==> src/rtl/bus_enable_arbiter4.sv <==
// Four-source round-robin arbiter producing registered one-hot tri-state enables.
// Optional macro BUS_TURNAROUND_EN inserts a one-cycle dead GAP between owners.

module bus_enable_arbiter4 #(
    parameter int MAX_HOLD = 8
) (
    input  logic       clk,
    input  logic       rst,
    input  logic [3:0] req,
    output logic [3:0] en,
    output logic [1:0] owner,
    output logic       busy
);

`ifdef BUS_TURNAROUND_EN
    typedef enum logic [1:0] {IDLE, GRANT, GAP} state_t;
`else
    typedef enum logic [1:0] {IDLE, GRANT} state_t;
`endif

    localparam logic [7:0] HOLD_LAST = 8'(MAX_HOLD - 1);

    state_t     state_q, state_d;
    logic [3:0] en_q, en_d;
    logic [1:0] owner_q, owner_d;
    logic [1:0] last_q, last_d;
    logic [7:0] cnt_q, cnt_d;

    logic       win_found;
    logic [1:0] win_idx;
    logic [1:0] cand;
    logic [3:0] win_onehot;
    logic       owner_drop;
    logic       hold_expired;
    logic       release_now;
    logic       arbitrate;

    // Search starts just past the most recent grantee, so it always ranks last.
    always_comb begin
        win_found = 1'b0;
        win_idx   = last_q;
        cand      = last_q;
        for (int i = 1; i <= 4; i++) begin
            cand = last_q + 2'(i);
            if (!win_found && req[cand]) begin
                win_found = 1'b1;
                win_idx   = cand;
            end
        end
    end

    assign win_onehot   = 4'b0001 << win_idx;
    assign owner_drop   = !req[owner_q];
    assign hold_expired = (cnt_q == HOLD_LAST) && ((req & ~en_q) != 4'b0000);
    assign release_now  = owner_drop || hold_expired;

    always_comb begin
        state_d   = state_q;
        en_d      = en_q;
        owner_d   = owner_q;
        last_d    = last_q;
        cnt_d     = cnt_q;
        arbitrate = 1'b0;

        case (state_q)
            IDLE: arbitrate = 1'b1;
`ifdef BUS_TURNAROUND_EN
            GAP:  arbitrate = 1'b1;
`endif
            GRANT: begin
                if (release_now) begin
                    cnt_d = 8'd0;
`ifdef BUS_TURNAROUND_EN
                    state_d = GAP;
                    en_d    = 4'b0000;
`else
                    // Direct hand-over: the winner can never be the releasing owner.
                    if (win_found) begin
                        state_d = GRANT;
                        en_d    = win_onehot;
                        owner_d = win_idx;
                        last_d  = win_idx;
                    end else begin
                        state_d = IDLE;
                        en_d    = 4'b0000;
                    end
`endif
                end else if (cnt_q != HOLD_LAST) begin
                    cnt_d = cnt_q + 8'd1;
                end
            end
            default: begin
                state_d = IDLE;
                en_d    = 4'b0000;
                cnt_d   = 8'd0;
            end
        endcase

        if (arbitrate) begin
            if (win_found) begin
                state_d = GRANT;
                en_d    = win_onehot;
                owner_d = win_idx;
                last_d  = win_idx;
                cnt_d   = 8'd0;
            end else begin
                state_d = IDLE;
                en_d    = 4'b0000;
            end
        end
    end

    // last resets to 3 so source 0 is searched first after reset.
    always_ff @(posedge clk or posedge rst) begin
        if (rst) begin
            state_q <= IDLE;
            en_q    <= 4'b0000;
            owner_q <= 2'd0;
            last_q  <= 2'd3;
            cnt_q   <= 8'd0;
        end else begin
            state_q <= state_d;
            en_q    <= en_d;
            owner_q <= owner_d;
            last_q  <= last_d;
            cnt_q   <= cnt_d;
        end
    end

    assign en    = en_q;
    assign owner = owner_q;
    assign busy  = |en_q;

endmodule

==> config.mk <==
export PLATFORM = sky130hd
export DESIGN_NAME = bus_enable_arbiter4
export DESIGN_NICKNAME = d
export VERILOG_FILES = /design/src/rtl/bus_enable_arbiter4.sv
export SDC_FILE = /design/constraint.sdc
export NUM_CORES = 1
export LEC_CHECK = 0
export BUFFER_PORTS_ARGS = -buffer_cell sky130_fd_sc_hd__buf_2
export CAP_MARGIN = 20
export CORE_MARGIN = 2
export CORE_UTILIZATION = 47
export CTS_CLUSTER_DIAMETER = 150
export DETAILED_ROUTE_END_ITERATION = 12
export GPL_TIMING_DRIVEN = 0
export PLACE_DENSITY = 0.7
export SYNTH_ARGS = -nofsm -noshare
export SYNTH_HDL_FRONTEND = slang
export SYNTH_SLANG_ARGS = --single-unit
==> constraint.sdc <==
create_clock -name clk -period 2.3 [get_ports clk]
set_input_delay 0.23 -clock clk [delete_from_list [all_inputs] [get_ports clk]]
set_output_delay 0.23 -clock clk [all_outputs]
set_load 0.05 [all_outputs]
==> summary.txt <==
Floorplanning
  • I/O pin count: 13
  • Die extent in y: 48.6 um
  • Initial Utilization: 48.6%
  • Die X: 48.6 um
  • CORE AREA: 1920 um2
  • FP Rows: 16
  • Total Die Area: 2360 um2

STA
  • Clock Skews: 0.00989 ns
  • Max-slew violation count: 0
  • Crit share post-route: 91.6%
  • Fmax: 0.474 GHz
  • Setup_tns: 0 ns
  • Endpoints failing hold: 15
  • Hold slack final: -0.0197 ns
  • Finish-stage setup viols: 0
  • Final min period: 2.11 ns
  • Slew Limit Headroom: 46.4%
  • RSZ-0062 raised after global routing: false
  • Worst slew pin tran: 0.796 ns

Synthesis
  • Synth Instances: 99
  • Syn avg cell area: 9.44 um2
  • Post-Syn Area: 935 um2
  • Sequential area share after synthesis: 45.8%
  • Yosys warning count: 0
  • Yosys cell types: 30
  • Fraction of registers with async set/reset: 100%
  • Synth top area share: 40.2%
  • #FFs+latches synth: 17
  • Most frequent cell after synthesis: dfrtp_1
  • EDFF count, synth: 0
  • Cell taking the most area after synthesis: dfrtp_1
  • Synth area leaders: dfrtp_1 40%, dfstp_2 5.6%, nand2b_1 5.4%
  • Syn Nets: 106
  • Primary FF master, synth: dfrtp_1
  • Synth top cells by count: 15 x dfrtp_1, 11 x nand2_1, 10 x nor2_1

Placed design
  • Dpl hpwl: 1430 um
  • PortBufs: 12
  • GP Congestion: 0.806

Global route
  • Largest net degree at the start of global routing: 18
  • GRT Total Usage: 18.9%
  • Initial antenna violation count: 0
  • Vias in the first global route: 839
  • First-pass GRT wire length: 3550 um
  • Overflow after GRT: 0

Route
  • Total number of vias: 801
  • Iter 0 DRT Violations: 19
  • DRT Pass-1 Iters: 4
  • Final wirelength: 1930 um
  • DRC violations left: 0
  • ANT nets after route: 0
  • Routed len/inst: 13.6 um
  • Vias/cell: 5.64

Power and ir drop
  • P per Cell Area: 1310 nW/um2
  • Post-layout power: 1380 uW
  • Lkg Pwr: 0.000508 uW
  • Max VDD drop: 0.000755 V

Job
  • MaxCap Viol Count: 0

Hold path
  • Hold crit path type: primary input to asynchronous set/reset pin

Worst setup path
  • Req. time, crit path: 2.50 ns
  • Critical Path AT: 2.31 ns
  • Worst-path fanout max: 8
  • Crit Path Class: flip-flop to flip-flop
  • Crit path launch type: flip-flop
  • Crit. End Element: flip-flop

CTS
  • Clk root buf: clkbuf_4
  • Worst-Skew Late Latency: 0.30 ns
  • Resized cells post-CTS: 0
  • Post-CTS Setup Inserts: 0
  • Clock-pin slew on the worst setup and hold paths: 0.11 ns
  • H-tree Lvls: 1
  • Post-CTS Hold Buffers: 0
  • Sink Count: 17
  • CTS tree: done
  • CTS Buf Count: 3
  • Clock Tree Buf Depth: 2

Layout
  • Area Growth Syn to Fin: 13.0%
  • Share of layout cells above drive strength 1: 19.1%
  • # diodes: 0
  • Final nets: 123

Run status
  • Outcome: finished with violations
  • Failing checks: negative hold slack
[report_power, final]
| group | internal [uW] | switching, uW |
|---|---|---|
| Sequential | 406 | 99.3 |
| Combinational | 250 | 460 |
| Clock | 64.9 | 102 |
| Total | 722 | 662 |
[metrics by stage]
| stage | instance area [um2] | util, % | std cells | setup WS [ns] |
|---|---|---|---|---|
| floorplan | 935 | - | 99 | 0.365 |
| finish | 1060 | 54.9 | 142 | 0.192 |
| global route | 1060 | 54.9 | 142 | 0.0987 |
| CTS | 1060 | 54.9 | 142 | 0.196 |
| global placement | 1030 | 53.5 | 138 | 0.218 |
| detailed placement | 1030 | 53.5 | 138 | 0.206 |
[kinds of logic (layout without fill, tap and decap cells)]
logic type / count (synthesis) / after routing / share of synthesized area [%]
AOI/OAI and AO/OA: 31 / 31 / 23.4
xor gates and xnor gates: 1 / 1 / 0.937
adders and majority gates: 1 / 1 / 1.34
buffers and inverters: 4 / 20 / 1.61
DFF: 17 / 17 / 45.8
muxes: 3 / 3 / 3.75
and+or+nand+nor: 42 / 42 / 23.2
[cell type report]
cell class / count / area (um2)
Multi-Input combinational cell: 78 / 492
Tap cell: 27 / 33.8
Sequential cell: 17 / 428
Clock inverter: 1 / 5.00
Inverter: 4 / 15.0
Fill cell: 186 / 866
Timing Repair Buffer: 12 / 60.1
Clock buffer: 3 / 22.5
[state kept, by name (all words and copies together) (netlist names)]
name,flops
owner,2
cnt_q,8
last_q,2
state_q,1
en,4
[final timing paths]
kind                                startpoint  cells past startpoint                endpoint  slack (ns)
setup / recovery            cnt_q[4]$_DFF_PP0_                      5      cnt_q[0]$_DFF_PP0_        0.19
hold / removal                             rst                      2      cnt_q[6]$_DFF_PP0_       -0.02
setup reg to reg            cnt_q[4]$_DFF_PP0_                      5      cnt_q[0]$_DFF_PP0_        0.19
hold reg to reg            last_q[1]$_DFF_PP1_                      1     last_q[1]$_DFF_PP1_        0.54
max in group asynchronous                  rst                      2      owner[1]$_DFF_PP0_        1.91
min in group clk                        req[1]                      3  state_q[0]$_DFFE_PP0P_        0.40
[per-layer routing]
layer  up-vias  track usage, %  share of wire, %
met5         -               0                 0
met4         0            5.71              0.83
met3         2            4.32               4.5
met2        19            31.5                46
met1       382            24.7                49
li1        398               -                 -
[cells in the final DEF, fill, tap and decap left out, drive strengths merged, types with 2 or more instances in the layout]
cell type  count
o21a           3
mux2i          2
buf           12
dfstp          2
a21o           5
a31oi          3
o21ai          6
a22o           4
nor3           4
nor2          10
nand3          5
a21oi          4
dfrtp         15
nand2         11
clkbuf         3
inv            4
nand2b         8
or4            2
[worst max-delay path, stage by stage (launching register included)]
cell     delay, ns
dfrtp_1       0.46
or4_4         0.57
nor3_4        0.31
a21oi_2       0.18
a21o_1        0.24
mux2_4        0.26
Power figures use the tool's default switching activity.
